==> config.mk <==
export PLATFORM = sky130hd
export DESIGN_NAME = alu_flag_stage
export DESIGN_NICKNAME = d
export VERILOG_FILES = /design/src/rtl/alu_flag_stage.sv
export SDC_FILE = /design/constraint.sdc
export NUM_CORES = 1
export LEC_CHECK = 0
export CAP_MARGIN = 10
export CORE_MARGIN = 2
export CORE_UTILIZATION = 40
export DETAILED_ROUTE_END_ITERATION = 12
export GPL_TIMING_DRIVEN = 0
export PLACE_DENSITY = 0.66
export SYNTH_ARGS = -nofsm -noshare
export SYNTH_HDL_FRONTEND = slang
export SYNTH_SLANG_ARGS = --single-unit
==> constraint.sdc <==
create_clock -name clk -period 7.15 [get_ports clk]
set_clock_uncertainty 0.15 [all_clocks]
set_input_delay 1.43 -clock clk [delete_from_list [all_inputs] [get_ports clk]]
set_output_delay 1.43 -clock clk [all_outputs]
set_load 0.02 [all_outputs]
==> src/rtl/alu_flag_stage.sv <==
// Flag/condition stage behind the 64-bit add/subtract unit.
// Derives NZCV per result, commits the architectural flags, and buffers results in a 2-entry FIFO.
module alu_flag_stage #(
    parameter int WIDTH = 64,
    parameter int TAG_W = 5
) (
    input  logic             clk,
    input  logic             reset,
    input  logic             in_valid,
    output logic             in_ready,
    input  logic [WIDTH-1:0] in_result,
    input  logic             in_of,
    input  logic             in_c,
    input  logic             in_set_flags,
    input  logic [TAG_W-1:0] in_tag,
    input  logic [3:0]       cond,
    output logic             cond_pass,
    output logic [3:0]       flags,
    output logic             out_valid,
    input  logic             out_ready,
    output logic [WIDTH-1:0] out_result,
    output logic [TAG_W-1:0] out_tag,
    output logic [3:0]       out_flags
);

    // Flags are packed {N,Z,C,V}.
    function automatic logic [3:0] calc_nzcv(input logic [WIDTH-1:0] res,
                                             input logic c, input logic v);
        return {res[WIDTH-1], (res == {WIDTH{1'b0}}), c, v};
    endfunction

    function automatic logic eval_cond(input logic [3:0] cc, input logic [3:0] f);
        logic n, z, c, v;
        logic r;
        {n, z, c, v} = f;
        case (cc)
            4'b0000: r = z;
            4'b0001: r = !z;
            4'b0010: r = c;
            4'b0011: r = !c;
            4'b0100: r = n;
            4'b0101: r = !n;
            4'b0110: r = v;
            4'b0111: r = !v;
            4'b1000: r = c & !z;
            4'b1001: r = !c | z;
            4'b1010: r = (n == v);
            4'b1011: r = (n != v);
            4'b1100: r = !z & (n == v);
            4'b1101: r = z | (n != v);
            4'b1110: r = 1'b1;
            4'b1111: r = 1'b1;
            default: r = 1'b1;
        endcase
        return r;
    endfunction

    logic [WIDTH-1:0] mem_result_r [0:1];
    logic [TAG_W-1:0] mem_tag_r    [0:1];
    logic [3:0]       mem_flags_r  [0:1];
    logic             wr_ptr_r;
    logic             rd_ptr_r;
    logic [1:0]       count_r;
    logic [3:0]       flags_r;
    logic             push_s;
    logic             pop_s;
    logic [3:0]       in_nzcv_s;

    assign in_ready   = (count_r != 2'd2);
    assign out_valid  = (count_r != 2'd0);
    assign push_s     = in_valid & in_ready;
    assign pop_s      = out_valid & out_ready;
    assign in_nzcv_s  = calc_nzcv(in_result, in_c, in_of);
    assign out_result = mem_result_r[rd_ptr_r];
    assign out_tag    = mem_tag_r[rd_ptr_r];
    assign out_flags  = mem_flags_r[rd_ptr_r];
    assign flags      = flags_r;
    assign cond_pass  = eval_cond(cond, flags_r);

    // FIFO storage, pointers, occupancy and architectural flag register.
    always_ff @(posedge clk) begin
        if (reset) begin
            for (int i = 0; i < 2; i++) begin
                mem_result_r[i] <= {WIDTH{1'b0}};
                mem_tag_r[i]    <= {TAG_W{1'b0}};
                mem_flags_r[i]  <= 4'b0000;
            end
            wr_ptr_r <= 1'b0;
            rd_ptr_r <= 1'b0;
            count_r  <= 2'd0;
            flags_r  <= 4'b0000;
        end else begin
            if (push_s) begin
                mem_result_r[wr_ptr_r] <= in_result;
                mem_tag_r[wr_ptr_r]    <= in_tag;
                mem_flags_r[wr_ptr_r]  <= in_nzcv_s;
                wr_ptr_r               <= ~wr_ptr_r;
                if (in_set_flags) begin
                    flags_r <= in_nzcv_s;
                end else begin
                    flags_r <= flags_r;
                end
            end
            if (pop_s) begin
                rd_ptr_r <= ~rd_ptr_r;
            end
            case ({push_s, pop_s})
                2'b10:   count_r <= count_r + 2'd1;
                2'b01:   count_r <= count_r - 2'd1;
                default: count_r <= count_r;
            endcase
        end
    end

endmodule
==> metrics.md, run 1 <==
| Metric | Value |
|---|---|
| Status | complete, no violations |
| Root buf cell | clkbuf_16 |
| Critical path's most frequent cell | clkdlybuf4s50_1 |
| VDD IR max | between 0.2 and 0.25 mV |
| Fin area | around 0.0095 mm^2 |
| Via count | 4,395 |
| Area of the mapped netlist | just under 0.007 mm^2 |
| Via/cell ratio | between 4 and 5 |
| Worst min path class | flip-flop to flip-flop |
| Htree depth | 4 |
| Crit-path leading delay family | buffers and inverters |
| End-of-flow core utilization | 55.4% |
| Post-synthesis register bit count | around 150 |
| Hold path depth | 2 |
| Post-Route WL | between 15 and 20 mm |
| Leak pwr | between 3 and 4 nW |
| Setup bufs post-CTS | 0 |
| Top post-synthesis cells by area | edfxtp_1 (62%), mux2_2 (12%), and2_1 (10%), and2_2 (3.5%), dfxtp_1 (2.6%) |
| Critical Setup Path Class | input port to output port |
| Most instantiated cells after synthesis | edfxtp_1 (144), and2_1 (113), mux2_2 (72), and2_2 (32), nor4_1 (18) |
| Antenna cell count | 0 |
| Footprint of the multi-input gates | 0.00232 mm^2 |
| Setup-failing EPs final | 0 |
| Die W | roughly 140 um |
| Setup_tns | 0 ns |
| Crit path max fanout | 10 |
| Post-route DRC | 0 |
| Layout cells sized above 1 | roughly a quarter |
| CP arrival | 3.55 ns |
| Post-synth top area share | between 60 and 70% |
| Largest net degree at the start of global routing | 46 |
| Critical path endpoint category | output port |
| Number of max-cap violations | 0 |
| Synth area leader | edfxtp_1 |
| Crit path buffers/inverters | 3 |
| Share of flip-flops with an asynchronous set or reset | 0% |
| Hold worst-path end | rd_ptr_r |
| Library cells used by synthesis | 43 |
| Rows | 48 |
| Tmin final | between 5 and 6 ns |
| Number of nets in the layout | 738 |
| Fmax | approximately 200 MHz |
| Clock sink count | roughly 150 |
| Hold path start | rd_ptr_r |
| Initial core utilization | around two fifths |
| R2r setup slk | 4.60 ns |
| Req. time, crit path | around 5.6 ns |
| Post-DP Area | 0.00889 mm^2 |
| Register area | between 0.004 and 0.005 mm^2 |
| Hpwl dp | about 11 mm |
| Slew of the pin with the lowest slew margin | roughly 0.70 ns |
| Type of origin of the critical path | input port |
| Seq/Total Area, Yosys | 64.9% |
| Syn Inst Count | between 400 and 500 |
| Worst-Skew Late Latency | between 0.4 and 0.5 ns |
| First-pass detailed-route iteration total | 5 |
| CTS Hold Bufs | 0 |
| Vias in the first global route | ~4.6k |
| Crit path cell chain | clkdlybuf4s50_1, buf_2, nor4_1, a31oi_1, nand2_1, a211o_1, o31a_1, clkdlybuf4s50_1 |
| Period utilisation layout | between 70% and 80% |
| R2R depth | 5 |
| Clock Pin Slew Worst Setup and Hold Paths | about 0.060 ns |
| Global route overflow | 0 |
| TritonCTS clock tree | yes |
| IO Count | 160 |
| Area of the core | approximately 0.017 mm^2 |
| RSZ-0062 raised after global routing | false |
| DR iter-0 viols | between 200 and 250 |
| Max_slew headroom | approximately 53% |
| First-pass GRT wire length | about 24 mm |
| Final Hold Vio Count | 0 |
| Die area | roughly 0.018 mm^2 |
| Dominant synthesized flop cell | edfxtp_1 |
| Yosys warns | 0 |
| Count leader, synth | edfxtp_1 |
| Filler cells | roughly 1.4k |
| PD cells | approximately 330 mW/mm^2 |
| Antenna violations before repair | 0 |
| WL/cell | ~18 um |
| Routed Antenna Nets | 0 |
| IO buf count | between 150 and 200 |
| Highest-delay cell along the critical path | clkdlybuf4s50_1 |
| Post-synth EDFFs | roughly 140 |
| Gr usage total | roughly 18% |
| Synth Net Count | around 560 |
| Final hold slack | approximately 0.39 ns |
| FF-to-FF Start | count_r[0] |
| GPL Wtd Cong | slightly above 0.8 |
| Bufs on Longest Clock Path | 2 |
| Post-cts sizing count | 0 |
| Post-Syn Area per Cell | 14.6 um^2 |
| Layout area overhead | 36.6% |
| Number of CTS-inserted buffers | 17 |
| R2r endpoint | mem_result_r[1][21] |
| DIE HEIGHT | around 140 um |
| Final Max Slew Viols | 0 |
| Max stage delay on crit path | 0.54 ns |
-- worst register-to-register path, stage by stage (launching register included) --
cell and delay, ns:
dfxtp_1 0.40, nand2b_4 0.18, nand2_4 0.10, nor3b_4 0.52
or2_4 0.53, buf_16 0.31
-- power by group --
group          switching (mW)  total, mW  leakage (nW)  internal [mW]
logic                   0.531       1.06          1.69          0.533
clock network           0.355      0.904         0.289          0.549
registers              0.0401       1.18          1.60           1.14
-- cell families (layout without fill, tap and decap cells) --
family | after synthesis | count (layout) | share of synthesized area (%)
AND/OR/NAND/NOR | 198 | 198 | 18.5
flip-flops | 153 | 153 | 64.9
multiplexers | 76 | 76 | 12.3
buffers and inverters | 29 | 222 | 1.95
AO/OA/AOI/OAI | 13 | 13 | 1.37
XOR/XNOR | 7 | 7 | 0.883
adder cells (fa/ha/maj) | 1 | 1 | 0.180
-- stage by stage --
| stage | setup WS [ns] | cells | total power [mW] |
|---|---|---|---|
| after CTS | 2.04 | 895 | 3.18 |
| after global placement | -1.04 | 860 | 2.26 |
| after detailed placement | 2.04 | 863 | 2.28 |
| final | 2.02 | 895 | 3.15 |
| after floorplan | 1.63 | 477 | 1.80 |
| after global routing | 1.92 | 895 | 3.29 |
-- layout by cell type (no fill, tap or decap), types with 3 or more instances in the layout --
cell | netlist | routed
and2_2 | 32 | 32
dfxtp_1 | 9 | 9
clkdlybuf4s50_1 | 0 | 158
nand2_1 | 3 | 3
clkbuf_2 | 7 | 7
bufinv_16 | 0 | 3
buf_2 | 11 | 11
xnor2_1 | 3 | 3
xor2_1 | 4 | 4
nor2_1 | 10 | 10
and2_1 | 113 | 113
clkinv_4 | 0 | 4
clkbuf_1 | 9 | 9
clkbuf_16 | 0 | 17
edfxtp_1 | 144 | 144
nand4_1 | 4 | 4
mux2_2 | 72 | 72
nor4_1 | 18 | 18
mux2i_1 | 4 | 4
-- flip-flops by register name, indices dropped and copies added (netlist names), named ones only --
signal and count:
wr_ptr_r 1, rd_ptr_r 1, count_r 2, mem_result_r 128
mem_flags_r 6, mem_tag_r 10, flags 4
-- worst max-delay path by stage --
stage                     startpoint                  end  depth (start not counted)
after floorplan             in_valid    mem_flags_r[0][0]                          2
after global placement      in_valid  mem_result_r[0][29]                          3
after detailed placement     cond[3]            cond_pass                          8
after CTS                    cond[3]            cond_pass                          8
after global routing         cond[3]            cond_pass                          8
final                        cond[3]            cond_pass                          8
-- metal layers --
layer / up-vias / share of wire, % / GRT usage (%)
met1: 2153 / 43 / 22.3
met2: 133 / 50 / 30.2
li1: 2098 / - / -
met5: - / 0 / 0
met4: 0 / 1.1 / 5.09
met3: 11 / 6.0 / 5.50
-- area by class of cell --
type,count,area share [%]
Tap cell,225,2.97
Multi-Input combinational cell,295,24.4
Sequential cell,153,47.5
Clock buffer,17,4.48
Inverter,1,0.0396
Clock inverter,15,1.85
Timing Repair Buffer,161,17.4
Buffer,28,1.38
Note: power is estimated with default switching activity, not from simulation.
==> inputs of run 2 (changes only) <==
clock period = 4.85 ns   (was 7.15 ns; I/O delays follow)
==> metrics.md, run 2 (synthesized netlist as in run 1, its figures left out) <==
| Metric | Value |
|---|---|
| Status | complete, no violations |
| Post-route DRC | 0 (unchanged) |
| Period utilisation layout | slightly below 90% |
| Area of the core | 0.0171 mm^2 (unchanged) |
| Setup bufs post-CTS | 0 (unchanged) |
| Layout area overhead | 36.5% |
| Critical Setup Path Class | input port to output port |
| Leak pwr | 3.57 nW (-0.35%) |
| DIE HEIGHT | 136 um (unchanged) |
| Slew of the pin with the lowest slew margin | 0.830 ns (+0.132 ns) |
| Via count | 4,383 (-0.27%) |
| VDD IR max | 0.263 mV (+14%) |
| Htree depth | 4 (unchanged) |
| Bufs on Longest Clock Path | 2 (unchanged) |
| Req. time, crit path | 3.73 ns (-1.84 ns) |
| Most frequent cells in the layout | clkdlybuf4s50_1 (158), edfxtp_1 (144), and2_1 (113) |
| Critical path's most frequent cell | clkdlybuf4s50_1 |
| Number of CTS-inserted buffers | 17 (unchanged) |
| DR iter-0 viols | 184 (-25%) |
| Number of nets in the layout | 738 (unchanged) |
| Die area | 0.0184 mm^2 (unchanged) |
| Post-cts sizing count | 0 (unchanged) |
| Final Max Slew Viols | 0 (unchanged) |
| Top flop regs | mem_result_r x128, mem_tag_r x10, mem_flags_r x6 |
| Global route overflow | 0 (unchanged) |
| Fmax | about 240 MHz |
| Crit path buffers/inverters | 3 (unchanged) |
| Antenna cell count | 0 (unchanged) |
| Layout cells sized above 1 | 24.3% (-0.15 points) |
| TritonCTS clock tree | yes |
| Largest Register | mem_result_r |
| Hold path start | rd_ptr_r |
| Max_slew headroom | 44.5% (-8.5 points) |
| Routed Antenna Nets | 0 (unchanged) |
| Clock Pin Slew Worst Setup and Hold Paths | 0.06 ns (about the same) |
| Crit-path leading delay family | buffers and inverters |
| Gr usage total | 18.0% (+0.12 points) |
| Crit path cell chain | clkdlybuf4s50_1, buf_2, nor4_1, a31oi_1, nand2_1, a211o_1, o31a_1, clkdlybuf4s50_1 |
| WL/cell | 18.0 um (+0.15%) |
| PD cells | 489 mW/mm^2 (+47%) |
| CTS Hold Bufs | 0 (unchanged) |
| Rows | 48 (unchanged) |
| Via/cell ratio | 4.90 (-0.27%) |
| RSZ-0062 raised after global routing | false |
| Initial core utilization | 40.6% (unchanged) |
| First-pass detailed-route iteration total | 7 (+2) |
| IO buf count | 158 (unchanged) |
| Final hold slack | 0.371 ns (-0.0191 ns) |
| Clock sink count | 153 (unchanged) |
| End-of-flow core utilization | 55.4% (-0.066 points) |
| Largest net degree at the start of global routing | 48 (+4.3%) |
| Crit path max fanout | 10 (unchanged) |
| Critical path endpoint category | output port |
| Root buf cell | clkbuf_16 |
| Max reg flops | 128 (unchanged) |
| Worst min path class | flip-flop to flip-flop |
| Tmin final | 4.23 ns |
| Setup_tns | 0 ns (unchanged) |
| CP arrival | 3.11 ns (-0.44 ns) |
| Die W | 136 um (unchanged) |
| Hpwl dp | 11.3 mm (-0.92%) |
| Final Hold Vio Count | 0 (unchanged) |
| FF-to-FF Start | count_r[0] |
| Number of max-cap violations | 0 (unchanged) |
| Type of origin of the critical path | input port |
| First-pass GRT wire length | 24.9 mm (+1.8%) |
| Vias in the first global route | 4,574 (+0.088%) |
| CP Launch Point | cond[3] |
| Highest-delay cell along the critical path | clkdlybuf4s50_1 |
| Worst-Skew Late Latency | 0.42 ns (about the same) |
| IO Count | 160 (unchanged) |
| Leading cell type in the layout, fill and taps excluded | clkdlybuf4s50_1 |
| Max stage delay on crit path | 0.54 ns (about the same) |
| Post-Route WL | 16.1 mm (+0.15%) |
| Setup-failing EPs final | 0 (unchanged) |
| GPL Wtd Cong | 0.780 (-3.1%) |
| Antenna violations before repair | 0 (unchanged) |
==> run 2: cell count changes in the layout (fill, tap and decap cells not counted), sizes merged <==
cell | before | now
clkbuf | 33 | 36
clkinv | 8 | 5
clkinvlp | 2 | 4
inv | 3 | 1
==> run 2: where the power goes <==
part           internal (mW)  leakage, nW  switching, mW  total [mW]
clock                  0.807        0.276          0.513        1.32
sequential              1.69         1.60         0.0583        1.74
combinational          0.785         1.69          0.785        1.57
total                   3.28         3.57           1.36        4.63
==> run 2: worst register-to-register path: stages, from the launching register on <==
cell	delay, ns
dfxtp_1	0.40
nand2b_4	0.18
nand2_4	0.10
nor3b_4	0.50
or2_4	0.50
buf_16	0.31
==> run 2: metal layers <==
layer	track usage (%)	vias to the layer above	routed length, um
met1	23.4	2139	6940
li1	-	2091	-
met5	0	-	0
met3	4.23	22	943
met4	6.31	0	293
met2	29.7	131	7960
==> run 2: stage by stage <==
step / power, mW / area, um^2 / setup slack (ns) / instances
6_report: 4.63 / 9480 / 0.625 / 895
5_1_grt: 4.83 / 9480 / 0.530 / 895
4_1_cts: 4.69 / 9480 / 0.639 / 895
3_5_place_dp: 3.36 / 8890 / 0.645 / 863
3_3_place_gp: 3.32 / 8810 / -0.389 / 860
2_1_floorplan: 2.65 / 6950 / 1.33 / 477
==> run 2: worst paths after layout <==
kind | to | slack (ns) | depth (start not counted)
min | rd_ptr_r | 0.37 | 2
max | cond_pass | 0.62 | 8
min reg2reg | rd_ptr_r | 0.37 | 2
max reg2reg | mem_result_r[1][22] | 2.34 | 5
==> run 2: cell type report <==
cell class,instances,area (um^2)
buffer,28,131
clock buffer,20,437
clock inverter,12,153
fill,1423,7640
inverter,1,3.75
multi-input combinational,295,2320
sequential,153,4500
tap,225,282
timing repair buffer,161,1650
==> inputs of run 3 (changes only) <==
CORE_MARGIN = 5   (was 2)
GPL_ROUTABILITY_DRIVEN = 0   (was unset)
==> metrics.md, run 3 (synthesized netlist as in run 1, its figures left out) <==
| Metric | Value |
|---|---|
| VDD IR max | 0.268 mV (+1.6%) |
| Routed Antenna Nets | 0 (unchanged) |
| Final setup margin | 0.648 ns (+0.0227 ns) |
| Top flop regs | mem_result_r x128, mem_tag_r x10, mem_flags_r x6 |
| CP arrival | 3.08 ns (-0.03 ns) |
| Post-DP Area | 0.00889 mm^2 (unchanged) |
| Layout area overhead | 36.8% |
| CTS Hold Bufs | 0 (unchanged) |
| RSZ-0062 raised after global routing | false |
| Number of nets in the layout | 738 (unchanged) |
| Clock Pin Slew Worst Setup and Hold Paths | 0.06 ns (about the same) |
| Type of origin of the critical path | input port |
| Root buf cell | clkbuf_16 |
| DR iter-0 viols | 243 (+32%) |
| First-pass GRT wire length | 25.9 mm (+4.4%) |
| Post-Route WL | 16.6 mm (+3.0%) |
| Layout cells sized above 1 | 24.2% (-0.15 points) |
| Tmin final | 4.20 ns (-0.0227 ns) |
| Crit path cell chain | clkdlybuf4s50_1, buf_2, nor4_1, a31oi_1, nand2_1, a211o_1, o31a_1, clkdlybuf4s50_1 |
| IO buf count | 158 (unchanged) |
| Final Max Slew Viols | 0 (unchanged) |
| Final hold slack | 0.368 ns (-0.00307 ns) |
| Number of CTS-inserted buffers | 17 (unchanged) |
| Period utilisation layout | 86.6% (-0.47 points) |
| Die W | 142 um (+4.4%) |
| Fmax | 238 MHz (+0.54%) |
| Status | complete, no violations |
| Setup bufs post-CTS | 0 (unchanged) |
| Post-route DRC | 0 (unchanged) |
| Fin area | 0.00950 mm^2 (+0.20%) |
| Max stage delay on crit path | 0.55 ns (about the same) |
| Crit path max fanout | 10 (unchanged) |
| Worst-Skew Late Latency | 0.42 ns (about the same) |
| Final Hold Vio Count | 0 (unchanged) |
| Most frequent cells in the layout | clkdlybuf4s50_1 (158), edfxtp_1 (144), and2_1 (113) |
| DIE HEIGHT | 142 um (+4.4%) |
| Vias in the first global route | 4,697 (+2.7%) |
| Critical Setup Path Class | input port to output port |
| Htree depth | 4 (unchanged) |
| Worst Setup EP | cond_pass |
| Via count | 4,387 (+0.091%) |
| WL/cell | 18.6 um (+3.0%) |
| IO Count | 160 (unchanged) |
| Antenna cell count | 0 (unchanged) |
| TritonCTS clock tree | yes |
| Bufs on Longest Clock Path | 2 (unchanged) |
| Max reg flops | 128 (unchanged) |
| Rows | 48 (unchanged) |
| Initial core utilization | 40.4% (-0.14 points) |
| Gr usage total | 16.9% (-1.1 points) |
| Critical path endpoint category | output port |
| Clock sink count | 153 (unchanged) |
| Largest net degree at the start of global routing | 42 (-13%) |
| R2r endpoint | mem_result_r[1][24] |
| Antenna violations before repair | 0 (unchanged) |
| First-pass detailed-route iteration total | 4 (-3) |
| DP Worst Slack | 0.658 ns (+0.0122 ns) |
| CP Launch Point | cond[3] |
| Slew of the pin with the lowest slew margin | 0.780 ns (-0.0505 ns) |
| Leak pwr | 3.58 nW (+0.45%) |
| Hpwl dp | 11.7 mm (+3.9%) |
| Max_slew headroom | 47.9% (+3.4 points) |
| Leading cell type in the layout, fill and taps excluded | clkdlybuf4s50_1 |
| Setup-failing EPs final | 0 (unchanged) |
| Post-cts sizing count | 0 (unchanged) |
| R2r setup slk | 2.30 ns (-0.04 ns) |
| PD cells | 493 mW/mm^2 (+0.90%) |
| Largest Register | mem_result_r |
| Number of max-cap violations | 0 (unchanged) |
| Via/cell ratio | 4.90 (about the same) |
| Area of the core | 0.0172 mm^2 (+0.35%) |
| FF-to-FF Start | count_r[0] |
| Setup_tns | 0 ns (unchanged) |
| Worst min path class | flip-flop to flip-flop |
| Die area | 0.0201 mm^2 (+9.0%) |
| Global route overflow | 0 (unchanged) |
| Critical path's most frequent cell | clkdlybuf4s50_1 |
| R2R depth | 5 (unchanged) |
| Req. time, crit path | 3.73 ns (about the same) |
| Highest-delay cell along the critical path | clkdlybuf4s50_1 |
[run 3: cell types whose count changed in the layout (fill, tap and decap cells not counted)]
| cell | before | now |
|---|---|---|
| bufinv_16 | 3 | 4 |
| clkbuf_1 | 12 | 11 |
| clkinv_1 | 0 | 2 |
| clkinv_4 | 2 | 1 |
| clkinvlp_4 | 4 | 2 |
| inv_6 | 0 | 1 |
[run 3: worst min path at each step]
stage | from | endpoint | slack (ns) | cells after the start
global route | rd_ptr_r | flip-flop | 0.42 | 2
detailed placement | rd_ptr_r | flip-flop | 0.36 | 2
floorplan | rd_ptr_r | flip-flop | 0.33 | 2
global placement | rd_ptr_r | rd_ptr_r | 0.35 | 2
finish | rd_ptr_r | rd_ptr_r | 0.37 | 2
CTS | rd_ptr_r | rd_ptr_r | 0.37 | 2
[run 3: layout make-up]
type                    count  area [um^2]
well taps                 225          282
inverters                   1         3.75
fillers                  1436         7680
clock buffers              19          433
flip-flops and latches    153         4500
repair buffers            161         1650
clock inverters            13          175
plain buffers              28          131
multi-input cells         295         2320
[run 3: worst max-delay path: cells and delay by family]
family                 cells  cell delay [ns]
AND/OR/NAND/NOR            2             0.16
buffers and inverters      3             1.30
AO/OA/AOI/OAI              3             0.65
[run 3: power by group]
part | internal (mW) | total (mW) | switching, mW
registers | 1.69 | 1.75 | 0.0599
clock network | 0.856 | 1.37 | 0.510
logic | 0.786 | 1.57 | 0.787
[run 3: through the flow]
stage / instances / utilization [%] / total power [mW]
after floorplan: 477 / - / 2.65
after global placement: 860 / 51.3 / 3.33
after global routing: 895 / 55.3 / 4.89
after CTS: 895 / 55.3 / 4.74
after detailed placement: 863 / 51.8 / 3.36
final: 895 / 55.3 / 4.68
[run 3: routing by layer]
layer  routed length, um  track usage [%]
met2                8280             28.5
met3                 962             3.98
met1                7170             21.7
met5                   0                0
met4                 200             5.00
